`config.mk`:
```
export PLATFORM = sky130hd
export DESIGN_NAME = corelet_ctrl
export DESIGN_NICKNAME = d
export VERILOG_FILES = /design/src/rtl/corelet_pkg.sv /design/src/rtl/corelet_ctrl_fetch.sv /design/src/rtl/corelet_ctrl.sv
export SDC_FILE = /design/constraint.sdc
export NUM_CORES = 1
export LEC_CHECK = 0
export ABC_AREA = 1
export BUFFER_PORTS_ARGS = -buffer_cell sky130_fd_sc_hd__buf_2
export CAP_MARGIN = 20
export CORE_MARGIN = 1
export CORE_UTILIZATION = 55
export CTS_CLUSTER_DIAMETER = 30
export CTS_CLUSTER_SIZE = 14
export DETAILED_ROUTE_END_ITERATION = 10
export GPL_TIMING_DRIVEN = 0
export PLACE_DENSITY = 0.79
export SYNTH_ARGS = -nofsm -noshare
export SYNTH_HDL_FRONTEND = slang
export SYNTH_SLANG_ARGS = --single-unit
```
`constraint.sdc`:
```
create_clock -name clk -period 3.4 [get_ports clk]
set_input_delay 0.34 -clock clk [delete_from_list [all_inputs] [get_ports clk]]
set_output_delay 0.34 -clock clk [all_outputs]
set_load 0.02 [all_outputs]
```
`src/rtl/corelet_pkg.sv`:
```
//------------------------------------------------------------------------------
// Module   : corelet_pkg
// Brief    : Shared types and constants for the corelet instruction sequencer.
// Revision : 1.0 - initial release
//------------------------------------------------------------------------------
`default_nettype none

package corelet_pkg;

  // Corelet instruction word width and bit positions
  localparam int INST_W   = 35;
  localparam int MODE     = 34;
  localparam int OFIFO_RD = 6;
  localparam int IFIFO_WR = 5;
  localparam int IFIFO_RD = 4;
  localparam int L0_RD    = 3;
  localparam int L0_WR    = 2;
  localparam int EXECUTE  = 1;
  localparam int LOAD     = 0;

  // Sequencer states for one weight-stationary tile
  typedef enum logic [2:0] {
    IDLE    = 3'd0,
    W_FETCH = 3'd1,
    W_LOAD  = 3'd2,
    FLUSH   = 3'd3,
    X_FETCH = 3'd4,
    EXEC    = 3'd5,
    DRAIN   = 3'd6,
    DONE    = 3'd7
  } state_t;

  // Larger of two integers, used to size shared counters
  function automatic int max_int(input int a, input int b);
    return (a > b) ? a : b;
  endfunction

endpackage

`default_nettype wire

```
`src/rtl/corelet_ctrl_fetch.sv`:
```
//------------------------------------------------------------------------------
// Module   : ctrl_fetch
// Brief    : Shared SRAM read issuer for weight and activation fetches into L0.
//            Issues base+cnt reads while below target and L0 is not full, and
//            produces l0_wr one cycle behind each read to match SRAM latency.
// Revision : 1.0 - initial release
//------------------------------------------------------------------------------
`default_nettype none

module ctrl_fetch #(
  parameter int ADDR_BW = 11,
  parameter int CNT_BW  = 6
) (
  input  logic               clk,
  input  logic               reset,
  input  logic               en,
  input  logic [ADDR_BW-1:0] base,
  input  logic [CNT_BW-1:0]  target,
  input  logic               l0_o_full,
  output logic               mem_rd,
  output logic [ADDR_BW-1:0] mem_addr,
  output logic               l0_wr,
  output logic               fetch_done
);

  logic [CNT_BW-1:0] cnt;
  logic              issue;

  // A new read goes out only while reads remain and L0 has room
  assign issue = en && (cnt < target) && !l0_o_full;

  // Finished once every read is issued and the last one is no longer in flight
  assign fetch_done = en && (cnt == target) && !mem_rd;

  // Read strobe, address, delayed L0 write and the read counter
  always_ff @(posedge clk or negedge reset) begin
    if (!reset) begin
      cnt      <= '0;
      mem_rd   <= 1'b0;
      mem_addr <= '0;
      l0_wr    <= 1'b0;
    end else begin
      mem_rd   <= issue;
      mem_addr <= issue ? (base + ADDR_BW'(cnt)) : '0;
      // SRAM data lands one cycle after the read, so write L0 then
      l0_wr    <= mem_rd;
      if (!en) begin
        cnt <= '0;
      end else if (issue) begin
        cnt <= cnt + CNT_BW'(1);
      end
    end
  end

endmodule

`default_nettype wire

```
`src/rtl/corelet_ctrl.sv`:
```
//------------------------------------------------------------------------------
// Module   : corelet_ctrl
// Brief    : Sequencer driving the 8x8 corelet instruction bus for one
//            weight-stationary tile: fetch W, load W, flush, fetch X, execute,
//            drain OFIFO into psum SRAM.
// Revision : 1.0 - initial release
//------------------------------------------------------------------------------
`default_nettype none

module corelet_ctrl
  import corelet_pkg::*;
#(
  parameter int ROW       = 8,
  parameter int COL       = 8,
  parameter int ADDR_BW   = 11,
  parameter int LEN_BW    = 6,
  parameter int FLUSH_LEN = 16
) (
  input  logic               clk,
  input  logic               reset,
  input  logic               start,
  input  logic [LEN_BW-1:0]  len,
  input  logic [ADDR_BW-1:0] w_base,
  input  logic [ADDR_BW-1:0] x_base,
  input  logic               l0_o_full,
  input  logic               ofifo_o_valid,
  output logic               mem_rd,
  output logic [ADDR_BW-1:0] mem_addr,
  output logic [INST_W-1:0]  inst,
  output logic               psum_wr,
  output logic [LEN_BW-1:0]  psum_addr,
  output logic               busy,
  output logic               done
);

  // The array needs at least ROW+COL idle cycles to settle after weight load
  localparam int FLUSH_CYC = max_int(FLUSH_LEN, ROW + COL);
  // One counter width big enough for every phase target
  localparam int CNT_BW = max_int(max_int($clog2(COL + 1), $clog2(FLUSH_CYC + 1)), LEN_BW);

  state_t             state;
  logic [CNT_BW-1:0]  cnt;
  logic [LEN_BW-1:0]  len_r;
  logic [ADDR_BW-1:0] w_base_r;
  logic [ADDR_BW-1:0] x_base_r;
  logic               load_r;
  logic               exec_r;
  logic               l0_rd_r;
  logic               ofifo_rd_r;

  logic               fetch_en;
  logic [ADDR_BW-1:0] fetch_base;
  logic [CNT_BW-1:0]  fetch_target;
  logic               fetch_done;
  logic               l0_wr;
  logic [CNT_BW-1:0]  len_cnt;

  assign len_cnt      = CNT_BW'(len_r);
  assign fetch_en     = (state == W_FETCH) || (state == X_FETCH);
  assign fetch_base   = (state == X_FETCH) ? x_base_r : w_base_r;
  assign fetch_target = (state == X_FETCH) ? len_cnt : CNT_BW'(COL);

  ctrl_fetch #(
    .ADDR_BW (ADDR_BW),
    .CNT_BW  (CNT_BW)
  ) u_fetch (
    .clk        (clk),
    .reset      (reset),
    .en         (fetch_en),
    .base       (fetch_base),
    .target     (fetch_target),
    .l0_o_full  (l0_o_full),
    .mem_rd     (mem_rd),
    .mem_addr   (mem_addr),
    .l0_wr      (l0_wr),
    .fetch_done (fetch_done)
  );

  // Instruction word assembled from registered control bits; WS mode, no IFIFO
  always_comb begin
    inst           = '0;
    inst[MODE]     = 1'b0;
    inst[IFIFO_WR] = 1'b0;
    inst[IFIFO_RD] = 1'b0;
    inst[OFIFO_RD] = ofifo_rd_r;
    inst[L0_RD]    = l0_rd_r;
    inst[L0_WR]    = l0_wr;
    inst[EXECUTE]  = exec_r;
    inst[LOAD]     = load_r;
  end

  // Tile sequencer: state, phase counter and registered control outputs
  always_ff @(posedge clk or negedge reset) begin
    if (!reset) begin
      state      <= IDLE;
      cnt        <= '0;
      len_r      <= '0;
      w_base_r   <= '0;
      x_base_r   <= '0;
      load_r     <= 1'b0;
      exec_r     <= 1'b0;
      l0_rd_r    <= 1'b0;
      ofifo_rd_r <= 1'b0;
      psum_wr    <= 1'b0;
      psum_addr  <= '0;
      busy       <= 1'b0;
      done       <= 1'b0;
    end else begin
      done       <= 1'b0;
      psum_wr    <= 1'b0;
      ofifo_rd_r <= 1'b0;
      // Address advances after each write so it names the row being written
      if (psum_wr) begin
        psum_addr <= psum_addr + LEN_BW'(1);
      end
      case (state)
        IDLE: begin
          if (start) begin
            state     <= W_FETCH;
            busy      <= 1'b1;
            len_r     <= (len == '0) ? LEN_BW'(1) : len;
            w_base_r  <= w_base;
            x_base_r  <= x_base;
            psum_addr <= '0;
            cnt       <= '0;
          end
        end
        W_FETCH: begin
          if (fetch_done) begin
            state   <= W_LOAD;
            load_r  <= 1'b1;
            l0_rd_r <= 1'b1;
            cnt     <= '0;
          end
        end
        W_LOAD: begin
          if (cnt == CNT_BW'(COL - 1)) begin
            state   <= FLUSH;
            load_r  <= 1'b0;
            l0_rd_r <= 1'b0;
            cnt     <= '0;
          end else begin
            cnt <= cnt + CNT_BW'(1);
          end
        end
        FLUSH: begin
          if (cnt == CNT_BW'(FLUSH_CYC - 1)) begin
            state <= X_FETCH;
            cnt   <= '0;
          end else begin
            cnt <= cnt + CNT_BW'(1);
          end
        end
        X_FETCH: begin
          if (fetch_done) begin
            state   <= EXEC;
            exec_r  <= 1'b1;
            l0_rd_r <= 1'b1;
            cnt     <= '0;
          end
        end
        EXEC: begin
          if (cnt == len_cnt - CNT_BW'(1)) begin
            state   <= DRAIN;
            exec_r  <= 1'b0;
            l0_rd_r <= 1'b0;
            cnt     <= '0;
          end else begin
            cnt <= cnt + CNT_BW'(1);
          end
        end
        DRAIN: begin
          if (cnt == len_cnt) begin
            state <= DONE;
            done  <= 1'b1;
            cnt   <= '0;
          end else if (ofifo_o_valid) begin
            ofifo_rd_r <= 1'b1;
            psum_wr    <= 1'b1;
            cnt        <= cnt + CNT_BW'(1);
          end
        end
        DONE: begin
          state <= IDLE;
          busy  <= 1'b0;
        end
        default: begin
          state <= IDLE;
          busy  <= 1'b0;
        end
      endcase
    end
  end

endmodule

`default_nettype wire
```
==> results of run 1 <==
## layer usage
layer	part of all wire (%)	vias up	global-route usage [%]
met4	2.4	0	11.83
met1	47	1665	32.98
met3	6.7	22	4.822
met5	0	-	0
li1	-	1892	-
met2	44	137	36.64
## flip-flops by register name (all words and copies together) (netlist names)
name              count
x_base_r             11
u_fetch.cnt           6
ofifo_rd_r            1
l0_rd_r               1
state                 3
u_fetch.mem_addr     11
busy                  1
psum_addr             6
len_cnt               6
exec_r                1
w_base_r             11
load_r                1
cnt                   6
u_fetch.mem_rd        1
u_fetch.l0_wr         1
done                  1
## worst max path at each step
stage | slack [ns] | cells past startpoint | to | from
floorplan | 0.67 | 19 | u_fetch.mem_addr[10] | state[0]
global placement | 0.22 | 20 | u_fetch.mem_addr[10] | state[0]
global route | 0.07 | 19 | u_fetch.mem_addr[10] | state[0]
detailed placement | 0.14 | 20 | u_fetch.mem_addr[10] | state[0]
CTS | 0.12 | 20 | u_fetch.mem_addr[10] | state[0]
finish | 0.31 | 19 | u_fetch.mem_addr[10] | state[0]
## repair_timing
item / in CTS / in global routing
hold buffers: 0 / 0
endpoints found under the setup margin: 0 / 2
gates resized for setup: 0 / 2
## power breakdown
group          internal (mW)  total (mW)  switching, mW  leakage (nW)
logic                  0.673        1.91           1.24          1.86
registers               1.06        1.26          0.194         0.883
clock network          0.339       0.669          0.330        0.0927
## synthesized netlist by cell type, types with 4 or more instances
master	count	area, um^2
nand4_1	5	31.28
nand2_1	200	750.7
xor2_1	9	78.83
ha_1	20	250.2
o21ai_0	21	105.1
dfrtp_1	68	1702
clkbuf_1	4	15.01
inv_2	5	18.77
nor2_1	60	225.2
buf_4	35	262.8
inv_1	49	183.9
nand3_1	24	120.1
a21oi_1	13	65.06
inv_4	4	25.02
## kinds of logic after synthesis
kind of cell,after synthesis
muxes,1
xor gates and xnor gates,11
AOI/OAI and AO/OA,48
and+or+nand+nor,312
buffers and inverters,103
other,1
DFF,68
adders and majority gates,21
## critical path: stages, from the launching register on
cell and delay [ns]:
dfrtp_1 0.41, inv_1 0.08, ha_1 0.22, nand2_2 0.18
clkbuf_2 0.28, nand2_1 0.08, nand2_1 0.08, ha_1 0.19
inv_1 0.07, fa_1 0.41, nand3b_1 0.18, nand2_1 0.10
nand2_1 0.07, nand2_1 0.06, a21oi_1 0.08, nor2_1 0.18
nand2_1 0.11, nand2_1 0.07, nand2_1 0.05, nor2_1 0.11
## layout make-up
class	instances	area (um^2)	share of cell area, %
multi-input cells	423	2130	42.75
flip-flops and latches	68	1702	34.16
plain buffers	44	314.1	6.305
repair buffers	58	292.8	5.878
inverters	58	227.7	4.572
clock buffers	10	127.6	2.562
well taps	99	123.9	2.487
clock inverters	6	63.81	1.281
## per-stage QoR
stage          instances  util (%)
2_1_floorplan        594         -
3_3_place_gp         751     64.99
3_5_place_dp         751     65.03
4_1_cts              767     67.62
5_1_grt              766     67.59
6_report             766     67.59
==> flow_summary.toml, run 1 <==
[outcome]
status = "complete, no violations"

[critical_path]
crit_path_end_kind = "register"
start_kind = "register"
r2r_end = "u_fetch.mem_addr[10]"
regToRegSetupSlack_ns = 0.31
timing.rr.start = "state[0]"
worstPathRequired_ns = 3.67
rr_worst_depth = 19
crit_type = "register to register"
path_max_fanout = 10
arrival_ns = 3.36

[final_layout]
fillCellCount = 660
layout_common_cells = "nand2_1 (200), dfrtp_1 (68), nor2_1 (60)"
layout_commonest_cell = "nand2_1"
areaGrowthSynthToFinish_pct = 16.74
final_cell_area_mm2 = 0.004981
final_nets = 716
drive_above_1_share_pct = 21.29
n_antenna_cell = 0

[global_routing]
overflow = 0
grt_antenna_before_repair = 1
grt_pass1_wl_mm = 15.60
grt_use_total_pct = 24.13
grt_max_degree = 69
grt_pass1_vias = 3488

[clock_tree]
root_buffer = "clkbuf_8"
clkTransAtPathRegs_ns = 0.08
htree_levels = 3
cts.sinks = 68
cts_tree = "built"
cts_buffers = 9
clock_path_buffers = 2
cts_setup_buffers = 0
clock_latency_ns = 0.35

[placed_design]
place_congestion = 0.9051
detailed_place_hpwl_mm = 6.818
detailedPlace.worstSlack_ns = 0.1440
post_dp_cell_area_mm2 = 0.004792
io_buffers = 58

[floorplan]
num_io_pins = 89
rows = 31
initial_core_util_pct = 57.89
core-area_mm2 = 0.007370
fp.dieW_um = 90.08
die_area_mm2 = 0.008114
die_h_um = 90.08

[timing]
min_period_over_period_pct = 90.90
setup_viol = 0
max_slew_margin_pct = 44.67
layout_setup_ws_ns = 0.3093
period_needed_ns = 3.091
max_freq_ghz = 0.3236
fin_worst_skew_ns = 0.008189
rsz0062_at_grt = "no"
tns_ns = 0
drv_slew = 0
tightest_slew_ns = 0.8299
holdWs_ns = 0.08311
final_hold_viol_count = 0

[flow_run]
max-cap-violations = 0

[detailed_routing]
wl_per_cell_um = 11.84
drtIter0Drc = 233
vias = 3716
drt-total-wl_mm = 9.069
drtAntennaViolNets = 0
drcViolationCount = 0
dr.pass1.iters = 5
vias_per_cell = 4.851

[power_and_ir_drop]
power_density_mw_per_mm2 = 769.9
p_leak_nw = 2.836
peakVddDrop_uv = 468.9
total_power_mw = 3.835

[yosys]
yosysWarnings = 0
yosys.area_share.simple_pct = 31.82
syn_area_mm2 = 0.004267
synth_seq_area_share_pct = 39.88
synth.distinct_cells = 43
synth-compound-area-share_pct = 6.628
synthAdderAreaFrac_pct = 6.334
synthArstFlopShare_pct = 100.0
synthXorXnorAreaFrac_pct = 2.258
synth_area_per_cell_um2 = 7.551
synth_top_family_by_area = "simple AND/OR/NAND/NOR gates"
synth_seq_cells = 68
synth_mux_area_share_pct = 0.2346
synth_edf_count = 0
synth_cells = 565
synth_flop_cell = "dfrtp_1"

[worst_hold_path]
hold_class = "input port to asynchronous set/reset pin"
No activity file was read; power rests on OpenSTA's default activity.
==> run 2, diff against run 1 <==
CELL_PAD_IN_SITES_DETAIL_PLACEMENT = 0   (was unset)
CELL_PAD_IN_SITES_GLOBAL_PLACEMENT = 2   (was unset)
CORE_UTILIZATION = 31   (was 55)
CTS_CLUSTER_SIZE = unset   (was 14)
==> flow_summary.toml, run 2 (synthesized netlist as in run 1, its figures left out) <==
[outcome]
status = "complete, no violations"

[final_layout]
layout_common_cells = "nand2_1 (200), dfrtp_1 (68), nor2_1 (60)"
final_cells = 845
drive_above_1_share_pct = 21.52
final_nets = 718
layout_commonest_cell = "nand2_1"
areaGrowthSynthToFinish_pct = 22.87
seqCellArea_mm2 = 0.001702
fillCellCount = 1462
n_antenna_cell = 0
top_regs = "u_fetch.mem_addr (11), w_base_r (11), x_base_r (11)"
multi_input_area_mm2 = 0.002130

[flow_run]
max-cap-violations = 0

[timing]
max_slew_margin_pct = 64.13
final_hold_viol_count = 0
fin_worst_skew_ns = 0.005234
min_period_over_period_pct = 90.47
setup_viol = 0
period_needed_ns = 3.076
rsz0062_at_grt = "no"
holdWs_ns = 0.1911
tightest_slew_ns = 0.5380
drv_slew = 0
max_freq_ghz = 0.3251
tns_ns = 0

[clock_tree]
cts.sinks = 68
cts_setup_buffers = 0
clkTransAtPathRegs_ns = 0.06
htree_levels = 3
clock_path_buffers = 2
root_buffer = "clkbuf_16"
cts_buffers = 9
clock_latency_ns = 0.34
cts_tree = "built"

[critical_path]
crit_type = "register to register"
crit_path_end_kind = "register"
path_common_cell = "nand2_1"
timing.rr.start = "state[0]"
arrival_ns = 3.34
path_max_fanout = 10
crit_start = "state[0]"
path_cells = "inv_1 -> ha_1 -> nand2_2 -> clkbuf_2 -> nand2_1 -> nand2_1 -> ha_1 -> inv_1 -> fa_1 -> nand3b_1 -> nand2_1 -> nand2_1 -> nand2_1 -> a21oi_1 -> nor2_1 -> nand2_1 -> nand2_1 -> nand2_1 -> nor2_1"
slowest_stage = "dfrtp_1"
start_kind = "register"
slowest_delay_ns = 0.40
worstPathRequired_ns = 3.66

[detailed_routing]
drcViolationCount = 0
vias = 3640
dr.pass1.iters = 4
drt-total-wl_mm = 10.39
wl_per_cell_um = 12.30
vias_per_cell = 4.308
met3_length_um = 427
met2_length_mm = 4.557
routedLengthMet1_mm = 5.211
drtIter0Drc = 115
top_layer = "met4"
drtAntennaViolNets = 0

[floorplan]
die_area_mm2 = 0.01424
core-area_mm2 = 0.01335
fp.dieW_um = 119.3
die_h_um = 119.3
initial_core_util_pct = 31.96
num_io_pins = 89
rows = 42

[global_routing]
grt_pass1_vias = 3601
grt_antenna_before_repair = 0
overflow = 0
grt_pass1_wl_mm = 17.64
grt_max_degree = 42
grt_use_total_pct = 15.95

[placed_design]
detailed_place_hpwl_mm = 8.074
place_congestion = 0.7936
io_buffers = 58
dp.cells = 829

[worst_hold_path]
holdCritStartpoint = "x_base[2]"
hold_class = "input port to register"

[power_and_ir_drop]
power_density_mw_per_mm2 = 805.4
p_leak_nw = 2.920
peakVddDrop_uv = 238.9
## run 2: critical path, delay by kind of cell (launching register included)
kind            cells  cell delay [ns]
buf+inv             3             0.43
simple gates       12             1.28
compound gates      1             0.09
fa+ha+maj           3             0.82
flops               1             0.40
## run 2: per-stage QoR
step                instance area [um^2]  total power [mW]  worst slack, ns  util [%]
global route                        5243             4.599         0.005801     39.28
CTS                                 5245             4.283          0.06543     39.30
global placement                    4886             3.205          0.06619     36.60
finish                              5243             4.222           0.3240     39.28
floorplan                           4375             2.711           0.6693         -
detailed placement                  4908             3.223          0.08574     36.77
## run 2: final timing paths
kind                                         to  slack (ns)  depth (start not counted)
max                        u_fetch.mem_addr[10]        0.32                         19
min                                 x_base_r[2]        0.19                          3
max reg2reg                u_fetch.mem_addr[10]        0.32                         19
min reg2reg                       u_fetch.l0_wr        0.42                          0
max in group asynchronous              state[0]        2.36                          3
min in group asynchronous           w_base_r[2]        0.47                          2
## run 2: what timing repair did
| item | 4_1_cts | 5_1_grt |
|---|---|---|
| resized for setup | 0 | 2 |
| endpoints found under the hold margin | 27 | 0 |
| hold buffers | 1 | 0 |
| setup endpoints to repair | 0 | 3 |
## run 2: layout make-up
type,instances,area share [%]
buffer,44,5.990
clock buffer,10,4.558
clock inverter,6,1.671
inverter,58,4.344
multi-input combinational,423,40.62
sequential,68,32.46
tap,176,4.200
timing repair buffer,60,6.158
## run 2: layer usage
layer / vias to the layer above / GRT usage [%]
met5: - / 0
met1: 1645 / 21.49
met4: 0 / 6.563
met2: 81 / 25.22
li1: 1902 / -
met3: 12 / 2.778
## run 2: power by group
| part | leakage [nW] | internal [mW] | switching, mW |
|---|---|---|---|
| clock | 0.162 | 0.662 | 0.367 |
| combinational | 1.87 | 0.675 | 1.26 |
| sequential | 0.883 | 1.06 | 0.192 |
==> run 3, diff against run 2 <==
CELL_PAD_IN_SITES_DETAIL_PLACEMENT = unset   (was 0)
CELL_PAD_IN_SITES_GLOBAL_PLACEMENT = unset   (was 2)
CORE_UTILIZATION = 43   (was 31)
PLACE_DENSITY = 0.64   (was 0.79)
==> flow_summary.toml, run 3 (synthesized netlist as in run 1, its figures left out) <==
[critical_path]
path_max_fanout = 17
path_common_cell = "nand2_1"
start_kind = "register"
slowest_stage = "dfrtp_1"
slowest_delay_ns = 0.41
arrival_ns = 3.31
crit_type = "register to register"
path_cells = "inv_1 -> ha_1 -> nand2_2 -> inv_4 -> nand2_1 -> nand2_1 -> ha_1 -> inv_1 -> fa_1 -> nand3b_1 -> nand2_1 -> nand2_1 -> nand2_1 -> a21oi_1 -> nor2_1 -> nand2_1 -> nand2_1 -> nand2_1 -> nor2_1"
worstPathRequired_ns = 3.68
crit_path_end_kind = "register"

[detailed_routing]
drtIter0Drc = 176
drt-total-wl_mm = 9.052
drcViolationCount = 0
vias = 3564
drtAntennaViolNets = 0
wl_per_cell_um = 11.39
vias_per_cell = 4.483
dr.pass1.iters = 4

[worst_hold_path]
hold_class = "input port to asynchronous set/reset pin"

[final_layout]
areaGrowthSynthToFinish_pct = 17.62
layout_common_cells = "nand2_1 (200), dfrtp_1 (68), nor2_1 (60)"
layout_commonest_cell = "nand2_1"
utilization_pct = 53.30
drive_above_1_share_pct = 21.32
final_cell_area_mm2 = 0.005019
final_nets = 715
top_regs = "u_fetch.mem_addr (11), w_base_r (11), x_base_r (11)"
fillCellCount = 910
n_antenna_cell = 0

[power_and_ir_drop]
power_density_mw_per_mm2 = 757.2
p_leak_nw = 2.831
peakVddDrop_uv = 358.0
clockPowerShare_pct = 17.1
seq_power_share_pct = 33.0
swShare_pct = 45.83
total_power_mw = 3.800
power.internal_mw = 2.058
combPwrFrac_pct = 49.9
p_sw_mw = 1.742

[outcome]
status = "complete, no violations"

[timing]
max_freq_ghz = 0.3291
holdWs_ns = 0.09851
final_hold_viol_count = 0
setup_viol = 0
drv_slew = 0
max_slew_margin_pct = 43.51
min_period_over_period_pct = 89.38
tightest_slew_ns = 0.8473
period_needed_ns = 3.039
tns_ns = 0
fin_worst_skew_ns = 0.007467
rsz0062_at_grt = "no"

[global_routing]
grt_pass1_wl_mm = 15.44
grt_pass1_vias = 3325
grt.met2_usage_pct = 30.41
overflow = 0
grt_max_degree = 69
grt.met3_usage_pct = 3.658
use_met1_pct = 26.98
grt-busiest-layer = "met2"
grt_use_total_pct = 19.33
grt_antenna_before_repair = 0

[floorplan]
die_area_mm2 = 0.01032
rows = 35
die_h_um = 101.6
core-area_mm2 = 0.009415
num_io_pins = 89
initial_core_util_pct = 45.32
fp.dieW_um = 101.6

[placed_design]
place_congestion = 0.8574
post_dp_cell_area_mm2 = 0.004830
detailed_place_hpwl_mm = 6.978
io_buffers = 58

[flow_run]
max-cap-violations = 0

[clock_tree]
cts_setup_buffers = 0
cts_buffers = 9
clkTransAtPathRegs_ns = 0.08
htree_levels = 3
cts.sinks = 68
cts-hold-fix-buffers = 0
clock_latency_ns = 0.34
root_buffer = "clkbuf_8"
clock_path_buffers = 2
cts_tree = "built"
==> run 3: cell count changes in the layout (fill, tap and decap cells not counted), sizes merged <==
cell | previous run | this run
clkinvlp | 0 | 3
bufinv | 2 | 0
clkinv | 4 | 0
inv | 58 | 59
dlygate4sd3 | 1 | 0
buf | 99 | 98
clkbuf | 14 | 15
==> run 3: what timing repair did <==
item                                    in CTS  in global routing
hold endpoints to repair                     0                  0
endpoints found under the setup margin       0                  2
resized for setup                            0                  0
==> run 3: path summary, 6_finish.rpt <==
path	start	end	slack [ns]	depth (start not counted)
max	state[0]	u_fetch.mem_addr[10]	0.36	19
min	reset	w_base_r[3]	0.1	1
max reg2reg	state[0]	u_fetch.mem_addr[10]	0.36	19
min reg2reg	u_fetch.mem_rd	u_fetch.l0_wr	0.43	0
max in group asynchronous	reset	state[1]	2.75	1
min in group clk	w_base[5]	w_base_r[5]	0.18	3
==> run 3: per-layer routing <==
metal | wire [um] | up-vias
met5 | 0 | -
met4 | 64 | 0
met3 | 410 | 6
met2 | 4047 | 89
met1 | 4530 | 1580
li1 | - | 1889
==> run 3: layout make-up <==
cell class	count	area [um^2]	area share (%)
multi-input combinational	423	2130	42.43
sequential	68	1702	33.91
buffer	43	309.0	6.158
timing repair buffer	58	292.8	5.834
inverter	58	227.7	4.538
clock buffer	12	165.2	3.291
tap	129	161.4	3.216
clock inverter	4	31.28	0.6233
==> run 3: per-stage QoR <==
stage          instances  setup WS [ns]
6_report             795         0.3610
5_1_grt              795        0.04119
3_5_place_dp         781         0.1682
3_3_place_gp         781         0.1938
2_1_floorplan        594         0.6693
4_1_cts              797         0.1563
==> run 3: power by group through the flow <==
stage	sequential, mW	clock [mW]	combinational (mW)
2_1_floorplan	1.28	0	1.43
3_3_place_gp	1.26	0	1.88
3_5_place_dp	1.27	0	1.90
4_1_cts	1.25	0.669	1.91
5_1_grt	1.29	0.701	2.17
6_report	1.25	0.649	1.90
==> run 3: worst max-delay path: cells and delay by family, from the launching register on <==
family          cells  cell delay (ns)
simple gates       12             1.24
fa+ha+maj           3             0.79
buf+inv             3             0.43
flops               1             0.41
compound gates      1             0.09
